===== config.mk =====
export PLATFORM = sky130hd
export DESIGN_NAME = uart_boot_loader
export DESIGN_NICKNAME = d
export VERILOG_FILES = /design/src/rtl/uart_boot_loader.sv
export SDC_FILE = /design/constraint.sdc
export NUM_CORES = 1
export LEC_CHECK = 0
export CAP_MARGIN = 5
export CORE_ASPECT_RATIO = 1.2
export CORE_MARGIN = 5
export CORE_UTILIZATION = 50
export CTS_CLUSTER_DIAMETER = 200
export DETAILED_ROUTE_END_ITERATION = 8
export PLACE_DENSITY = 0.73
export SLEW_MARGIN = 10
export SYNTH_ARGS = -nofsm -noshare
export SYNTH_HDL_FRONTEND = slang
export SYNTH_SLANG_ARGS = --single-unit

===== constraint.sdc =====
create_clock -name sys_clk -period 2.85 [get_ports sys_clk]
set_input_delay 0.285 -clock sys_clk [delete_from_list [all_inputs] [get_ports sys_clk]]
set_output_delay 0.285 -clock sys_clk [all_outputs]
set_load 0.03 [all_outputs]

===== src/rtl/uart_boot_loader.sv =====
// UART boot loader: receives a framed program image byte-by-byte, packs it into 32-bit words,
// writes them to program RAM and releases the CPU reset after a good checksum. Option: BOOT_TIMEOUT_EN.
module uart_boot_loader #(
    parameter int ADDR_WIDTH     = 10,
    parameter int BASE_ADDR      = 0,
    parameter int MAX_WORDS      = 1024,
    parameter int TIMEOUT_CYCLES = 50000
) (
    input  logic                  sys_clk,
    input  logic                  sys_rst,
    input  logic [7:0]            rx_data,
    input  logic                  rx_valid,
    output logic [7:0]            tx_data,
    output logic                  tx_valid,
    input  logic                  tx_ready,
    output logic                  mem_stb,
    output logic [ADDR_WIDTH-1:0] mem_adr,
    output logic [31:0]           mem_dat,
    input  logic                  mem_ack,
    output logic                  cpu_rst_n,
    output logic                  busy,
    output logic                  done,
    output logic [1:0]            err_code
);

    typedef enum logic [2:0] {
        S_IDLE, S_LEN0, S_LEN1, S_DATA, S_CSUM, S_DRAIN, S_DONE, S_ERROR
    } state_t;

    localparam logic [7:0] SYNC_BYTE = 8'hA5;
    localparam logic [7:0] ACK_BYTE  = 8'h06;
    localparam logic [7:0] NAK_BYTE  = 8'h15;
    localparam logic [ADDR_WIDTH-1:0] BASE = ADDR_WIDTH'(BASE_ADDR);

    state_t      state, next_state;
    logic [7:0]  len_lo;
    logic [15:0] len;
    logic [15:0] word_idx;
    logic [1:0]  byte_cnt;
    logic [23:0] word_buf;
    logic [7:0]  sum;
    logic        tx_acked;
    logic [15:0] len_full;
    logic        in_frame;
    logic        timed_out;
    logic        issue_write;
    logic        err_set;
    logic [1:0]  err_val;

    assign len_full = {rx_data, len_lo};
    assign in_frame = (state == S_LEN0) || (state == S_LEN1) || (state == S_DATA) || (state == S_CSUM);

`ifdef BOOT_TIMEOUT_EN
    logic [31:0] idle_cnt;

    always_ff @(posedge sys_clk or negedge sys_rst) begin
        if (!sys_rst)
            idle_cnt <= '0;
        else if (rx_valid || !in_frame)
            idle_cnt <= '0;
        else
            idle_cnt <= idle_cnt + 32'd1;
    end

    assign timed_out = in_frame && (idle_cnt >= 32'(TIMEOUT_CYCLES - 1));
`else
    assign timed_out = 1'b0;
`endif

    always_ff @(posedge sys_clk or negedge sys_rst) begin
        if (!sys_rst)
            state <= S_IDLE;
        else
            state <= next_state;
    end

    // NOTE: every output of this block gets a default first, so no path can infer a latch.
    always_comb begin
        next_state  = state;
        issue_write = 1'b0;
        err_set     = 1'b0;
        err_val     = 2'd0;
        case (state)
            S_IDLE:  if (rx_valid && rx_data == SYNC_BYTE) next_state = S_LEN0;
            S_LEN0:  if (rx_valid) next_state = S_LEN1;
            S_LEN1: begin
                if (rx_valid) begin
                    if (len_full == 16'd0 || {16'd0, len_full} > MAX_WORDS) begin
                        next_state = S_ERROR;
                        err_set    = 1'b1;
                        err_val    = 2'd1;
                    end else begin
                        next_state = S_DATA;
                    end
                end
            end
            S_DATA: begin
                if (rx_valid && byte_cnt == 2'd3) begin
                    // A write still waiting for its ack means the RAM cannot keep up.
                    if (mem_stb && !mem_ack) begin
                        next_state = S_ERROR;
                        err_set    = 1'b1;
                        err_val    = 2'd2;
                    end else begin
                        issue_write = 1'b1;
                        if (word_idx == len - 16'd1) next_state = S_CSUM;
                    end
                end
            end
            S_CSUM: begin
                if (rx_valid) begin
                    if (rx_data == sum) begin
                        next_state = S_DRAIN;
                    end else begin
                        next_state = S_ERROR;
                        err_set    = 1'b1;
                        err_val    = 2'd3;
                    end
                end
            end
            S_DRAIN: if (!mem_stb || mem_ack) next_state = S_DONE;
            S_DONE:  next_state = S_DONE;
            S_ERROR: if (tx_ready) next_state = S_IDLE;
            default: next_state = S_IDLE;
        endcase
        if (timed_out && !rx_valid) begin
            next_state = S_ERROR;
            err_set    = 1'b1;
            err_val    = 2'd2;
        end
    end

    // NOTE: sequential state uses non-blocking assignments so every register samples pre-edge values.
    always_ff @(posedge sys_clk or negedge sys_rst) begin
        if (!sys_rst) begin
            len_lo   <= '0;
            len      <= '0;
            word_idx <= '0;
            byte_cnt <= '0;
            word_buf <= '0;
            sum      <= '0;
            mem_stb  <= 1'b0;
            mem_adr  <= '0;
            mem_dat  <= '0;
            err_code <= 2'd0;
            tx_acked <= 1'b0;
        end else begin
            if (state == S_LEN0 && rx_valid) len_lo <= rx_data;
            if (state == S_LEN1 && rx_valid) begin
                len      <= len_full;
                word_idx <= '0;
                byte_cnt <= '0;
                sum      <= '0;
            end
            if (state == S_DATA && rx_valid) begin
                sum      <= sum + rx_data;
                byte_cnt <= byte_cnt + 2'd1;
                case (byte_cnt)
                    2'd0:    word_buf[7:0]   <= rx_data;
                    2'd1:    word_buf[15:8]  <= rx_data;
                    2'd2:    word_buf[23:16] <= rx_data;
                    default: ;
                endcase
            end
            // A new word issuing on an ack cycle replaces the completed request.
            if (issue_write) begin
                mem_stb  <= 1'b1;
                mem_dat  <= {rx_data, word_buf};
                mem_adr  <= BASE + ADDR_WIDTH'(word_idx);
                word_idx <= word_idx + 16'd1;
            end else if (mem_stb && mem_ack) begin
                mem_stb <= 1'b0;
            end
            if (state == S_IDLE && next_state == S_LEN0)
                err_code <= 2'd0;
            else if (err_set)
                err_code <= err_val;
            if (state == S_DONE && tx_ready) tx_acked <= 1'b1;
        end
    end

    assign tx_valid  = (state == S_ERROR) || (state == S_DONE && !tx_acked);
    assign tx_data   = (state == S_ERROR) ? NAK_BYTE : ((state == S_DONE) ? ACK_BYTE : 8'h00);
    assign cpu_rst_n = (state == S_DONE);
    assign done      = (state == S_DONE);
    assign busy      = !((state == S_IDLE) || (state == S_DONE) || (state == S_ERROR));

endmodule

==> flow_metrics.tcl, run 1 <==
set metrics [dict create \
    status "finished clean" \
    synth-seq-area-share 0.5153 \
    drt_iter0_markers 265 \
    num_io_pins 70 \
    p_leak_nw 3.495 \
    hp-class "reg2reg" \
    drv_slew 0 \
    vias 4711 \
    hold_viol 0 \
    root_buffer "clkbuf_16" \
    cp.required_ns 3.13 \
    dr.pass1.iters 4 \
    max_slew_margin 0.4613 \
    dp.final_hpwl_mm 9.677 \
    h-tree-depth 4 \
    drc_errors 0 \
    rsz0062_at_grt "false" \
    setup_viol 0 \
    clk_path_buf_depth 2 \
    end_kind "flop" \
    synth_cell_type_count 57 \
    synth_top_family_by_area "simple AND/OR/NAND/NOR gates" \
    ys_ff_latch 123 \
    syn2layout_area_growth_pct 23.31 \
    grt_pass1_wl_mm 23.96 \
    reg2reg_slack_ns 0.43 \
    cts_made_buffers 17 \
    ir_drop_mv 0.5284 \
    design.core.area_sq_um 11620 \
    dp.cells 833 \
    syn_area_sq_um 5973 \
    cts-resized-gates 0 \
    clk_pin_slew_ns 0.06 \
    tritoncts "built" \
    clk-insertion-delay-late_ns 0.42 \
    clock.fmax_mhz 413.9 \
    synth_area_per_cell_sq_um 9.527 \
    cp.arrival_ns 2.70 \
    placed_area_sq_um 6784 \
    synth_ff_type "dfrtp_1" \
    drv_cap 0 \
    gp_congestion 0.9292 \
    synth-xor-area-share 0.04252 \
    critPathMaxFanout 8 \
    synthAdderAreaFrac 0.03058 \
    reg2reg_from "len[2]" \
    cts_hold_buffers 1 \
    grt_max_degree 64 \
    setup_tns_ns 0 \
    die_area_sq_um 14240 \
    vias_per_cell 5.440 \
    start_util 0.5140 \
    synth_edf_count 0 \
    design_area_sq_um 7366 \
    period_minus_slack_ns 2.416 \
    power_density_nw_per_um2 946.5 \
    cts_setup_buffers 0 \
    grt_pass1_vias 4840 \
    async_flop_share 1.000 \
    die_w_um 109.8 \
    critPathKind "reg2reg" \
    tightest_slew_ns 0.8081 \
    antenna_found_initial 0 \
    ff2ff_path_depth 6 \
    cts_sinks 123 \
    postRouteWirelength_mm 14.27 \
    period_share 0.8477 \
    instances_no_fill 866 \
    num_rows 43 \
    io_buffers 65 \
    synthMuxAreaShare 0.06703 \
    fp.dieH_um 129.7 \
    rr_endpoint "state[0]" \
    layout.nets 723 \
    hold_start "word_buf[6]" \
    yosysWarnings 0 \
    hold_depth 2 \
    grt_overflow_total 0 \
    postSynthCellCount 627 \
    synthSimpleGateAreaFrac 0.2233 \
    wl_per_cell_um 16.47 \
    min_to "mem_dat[6]" \
    critPathLaunchType "flop" \
    startpoint "len[2]" \
    fin_util 0.6338 \
    ant_nets 0 \
    synth-compound-area-share 0.08463 \
    drive_gt1_frac 0.1241 \
    track_usage 0.2182 \
    antennaDiodeCount 0 \
    worst_clock_skew_ns 0.006702 \
    timing.hold.ws_ns 0.4609 \
]
[cell families (layout without fill, tap and decap cells)]
group	count (synthesis)	count (layout)
AO/OA/AOI/OAI	76	76
adder cells (fa/ha/maj)	14	14
AND/OR/NAND/NOR	303	303
buffers and inverters	45	124
other	1	4
XOR/XNOR	29	29
multiplexers	36	36
flip-flops	123	123
[report_power, final]
part           leakage [nW]  internal (mW)  switching [mW]
combinational          1.60           1.01            1.25
sequential             1.63           2.22           0.439
clock                 0.273           1.25           0.804
[cells in the mapped netlist (4+ instances only)]
master / number / area (sq um)
mux2_2: 32 / 360.4
a31oi_1: 6 / 37.54
nor2b_1: 6 / 37.54
xor2_1: 9 / 78.83
xnor2_1: 20 / 175.2
nand4_1: 7 / 43.79
and3_1: 5 / 31.28
nand3_1: 14 / 70.07
nor3_1: 9 / 45.04
nand2_1: 206 / 773.2
nor2_1: 29 / 108.9
o21ai_0: 28 / 140.1
a21oi_1: 12 / 60.06
clkbuf_1: 26 / 97.59
ha_1: 13 / 162.7
inv_1: 10 / 37.54
nor4_1: 4 / 25.02
buf_4: 6 / 45.04
a22o_1: 4 / 35.03
dfrtp_1: 123 / 3078
mux2i_1: 4 / 40.04
[area by class of cell]
| type | instances | area, sq um |
|---|---|---|
| Sequential cell | 123 | 3078 |
| Multi-Input combinational cell | 462 | 2691 |
| Clock buffer | 20 | 456.7 |
| Clock inverter | 12 | 115.1 |
| Timing Repair Buffer | 82 | 790.8 |
| Fill cell | 992 | 4255 |
| Inverter | 10 | 37.54 |
| Tap cell | 157 | 196.4 |
[per-stage QoR]
step	power (mW)	setup slack, ns
2_1_floorplan	4.208	0.7842
3_3_place_gp	4.831	0.3450
3_5_place_dp	4.919	0.1637
4_1_cts	7.002	0.4340
5_1_grt	7.373	0.3154
6_report	6.972	0.4341
[per-layer routing]
metal	track usage	up-vias	share of wire
met1	0.2749	2306	0.44
met4	0.1093	0	0.037
met2	0.3557	111	0.49
li1	-	2244	-
met5	0	-	0
met3	0.04651	50	0.038
[flip-flops by register name (all words and copies together) (netlist names), 2 cells and up]
register	count
byte_cnt	2
err_code	2
len	16
len_lo	8
mem_adr	10
mem_dat	32
state	3
sum	8
word_buf	24
word_idx	16
[critical path, cell delays in order (launching register included)]
cell and delay (ns):
dfrtp_1 0.45, nor4_2 0.51, nand2_1 0.24, o41ai_1 0.41, o21ai_1 0.18, a2111oi_4 0.37, a21oi_1 0.12
[worst max-delay path by stage]
stage | slack (ns) | cells after the start | to
after CTS | 0.43 | 6 | state[0]
after global placement | 0.35 | 8 | sum[7]
after global routing | 0.32 | 6 | state[0]
after floorplan | 0.78 | 7 | state[0]
after detailed placement | 0.16 | 8 | sum[7]
final | 0.43 | 6 | state[0]
[layout by cell type, fill, tap and decap left out, types with 3 or more instances in the layout]
cell type        instances
a21o_1                   3
a21oi_1                 12
a22o_1                   4
a31oi_1                  6
and3_1                   5
and3b_1                  3
buf_4                   16
clkbuf_16               17
clkdlybuf4s50_1         64
clkinv_4                 3
clkinvlp_4               3
conb_1                   4
dfrtp_1                123
ha_1                    13
inv_1                   10
inv_6                    3
mux2_2                  32
mux2i_1                  4
nand2_1                206
nand2b_1                 3
nand3_1                 14
nand4_1                  7
nor2_1                  29
nor2b_1                  6
nor3_1                   9
nor4_1                   4
nor4b_1                  3
o211ai_1                 3
o21ai_0                 28
or3_1                    3
xnor2_1                 20
xor2_1                   9
Power figures use the tool's default switching activity.
==> inputs of run 2 (changes only) <==
- clock period: 2.85 -> 2.5 ns (I/O delays scaled with it)
==> run 2 against run 1 <==
Effect of this change: sequential share of layout area shrank 0.77 points; clock skew up 0.0013 ns; highest routed layer unchanged; flip-flop and latch count did not move; cell count is 1.2% higher; utilization rose by 1.2 points; sequential power increased by 13%; clock power grew 25%; critical path type is now reg2out; via count up 2.2%.
==> flow_metrics.tcl, run 2 (synthesis results as in run 1) <==
set metrics [dict create \
    ir_drop_mv 0.5599 \
    power_frac_seq 0.365 \
    antennaDiodeCount 0 \
    track_usage 0.2177 \
    dp_slack_ns -0.05670 \
    grt_overflow_total 0 \
    clkPwrFrac 0.311 \
    postRouteWirelength_mm 14.40 \
    drc_errors 0 \
    fill_cells 966 \
    dr.pass1.iters 5 \
    hold_viol 0 \
    grt_max_degree 51 \
    vias_per_cell 5.497 \
    grt_pass1_wl_mm 24.07 \
    vias 4815 \
    largest_reg_flops 32 \
    clock.fmax_mhz 425.3 \
    period_minus_slack_ns 2.351 \
    num_rows 43 \
    placed_area_sq_um 6872 \
    die_area_sq_um 14240 \
    antenna_found_initial 0 \
    tritoncts "built" \
    reg_top3 "mem_dat (32), word_buf (24)" \
    syn2layout_area_growth_pct 25.64 \
    drt_iter0_markers 280 \
    gp_congestion 0.9634 \
    period_share 0.9405 \
    ant_nets 0 \
    setup_ws_ns 0.1487 \
    critPathKind "reg2out" \
    io_buffers 65 \
    layout_commonest_cell "nand2_1" \
    total_power_mw 8.242 \
    cp.arrival_ns 2.10 \
    cts_sinks 123 \
    p_leak_nw 3.573 \
    layout.nets 733 \
    max_slew_margin 0.6334 \
    h-tree-depth 4 \
    num_io_pins 70 \
    clk_pin_slew_ns 0.06 \
    worst_clock_skew_ns 0.008003 \
    critPathLaunchType "flop" \
    drv_slew 0 \
    p_int_mw 5.350 \
    cp.required_ns 2.25 \
    clk_path_buf_depth 2 \
    grt_pass1_vias 5028 \
    top_register "mem_dat" \
    status "finished clean" \
    start_util 0.5140 \
    hp-class "in2async" \
    fp.dieH_um 129.7 \
    rsz0062_at_grt "false" \
    dp.final_hpwl_mm 9.934 \
    end_kind "primary output" \
    critPathMaxFanout 12 \
    tightest_slew_ns 0.5479 \
    design.core.area_sq_um 11620 \
    wl_per_cell_um 16.44 \
    die_w_um 109.8 \
    ff2ff_path_depth 8 \
    combPwrFrac 0.324 \
    design_area_sq_um 7505 \
    power_density_nw_per_um2 1098 \
    clk-insertion-delay-late_ns 0.42 \
    root_buffer "clkbuf_16" \
    cts_setup_buffers 0 \
    setup_viol 0 \
    drive_gt1_frac 0.1377 \
    mostFrequentLayoutCells "nand2_1 (206), dfrtp_1 (123), clkdlybuf4s50_1 (64)" \
    cts_made_buffers 17 \
    p_sw_mw 2.893 \
    swShare 0.3509 \
    drv_cap 0 \
]
[run 2: changes by cell type in the layout (fill, tap and decap cells not counted), sizes merged]
cell,change
clkinvlp,-1
inv,+2
clkbuf,-2
bufinv,+2
clkinv,-1
buf,+10
[run 2: power groups by stage]
stage               registers (mW)  logic (mW)  clock network, mW
global placement              2.99        2.57                  0
finish                        3.01        2.67               2.57
CTS                           3.00        2.68               2.59
detailed placement            3.02        2.65                  0
global route                  3.08        2.92               2.69
floorplan                     3.06        1.74                  0
[run 2: worst paths after layout]
check | start | to | slack (ns)
min reg2reg | word_buf[11] | mem_dat[11] | 0.47
max in group asynchronous | sys_rst | word_buf[13] | 1.52
max | state[1] | cpu_rst_n | 0.15
min in group sys_clk | word_buf[11] | mem_dat[11] | 0.47
min | sys_rst | mem_adr[2] | 0.30
max reg2reg | len[1] | state[0] | 0.17
[run 2: worst max-delay path: stages, from the launching register on]
cell and delay, ns:
dfrtp_1 0.55, nand2_1 0.21, nor2_1 0.21, clkdlybuf4s50_1 0.71
[run 2: layout make-up]
class                   instances  area [sq um]  area share
multi-input cells             462          2691      0.3586
clock inverters                14         183.9     0.02451
well taps                     157         196.4     0.02618
flip-flops and latches        123          3078      0.4101
repair buffers                 92         878.3      0.1170
clock buffers                  18         439.2     0.05852
inverters                      10         37.54    0.005002
[run 2: metal layers]
layer | GRT usage | share of wire
met5 | 0 | 0
met2 | 0.3708 | 0.52
met1 | 0.2673 | 0.41
met3 | 0.04354 | 0.053
met4 | 0.09611 | 0.022
[run 2: timing repair]
item | 4_1_cts | 5_1_grt
hold endpoints to repair | 27 | 0
hold buffers | 1 | 0
gates resized for setup | 0 | 0
[run 2: stage by stage]
stage / TNS (ns) / utilization / cells / hold slack, ns
global placement: 0 / 0.5913 / 843 / 0.2025
CTS: 0 / 0.6458 / 876 / 0.3120
finish: 0 / 0.6458 / 876 / 0.3046
floorplan: 0 / - / 630 / -0.04559
global route: 0 / 0.6458 / 876 / 0.3423
detailed placement: -0.05670 / 0.5913 / 843 / 0.2084
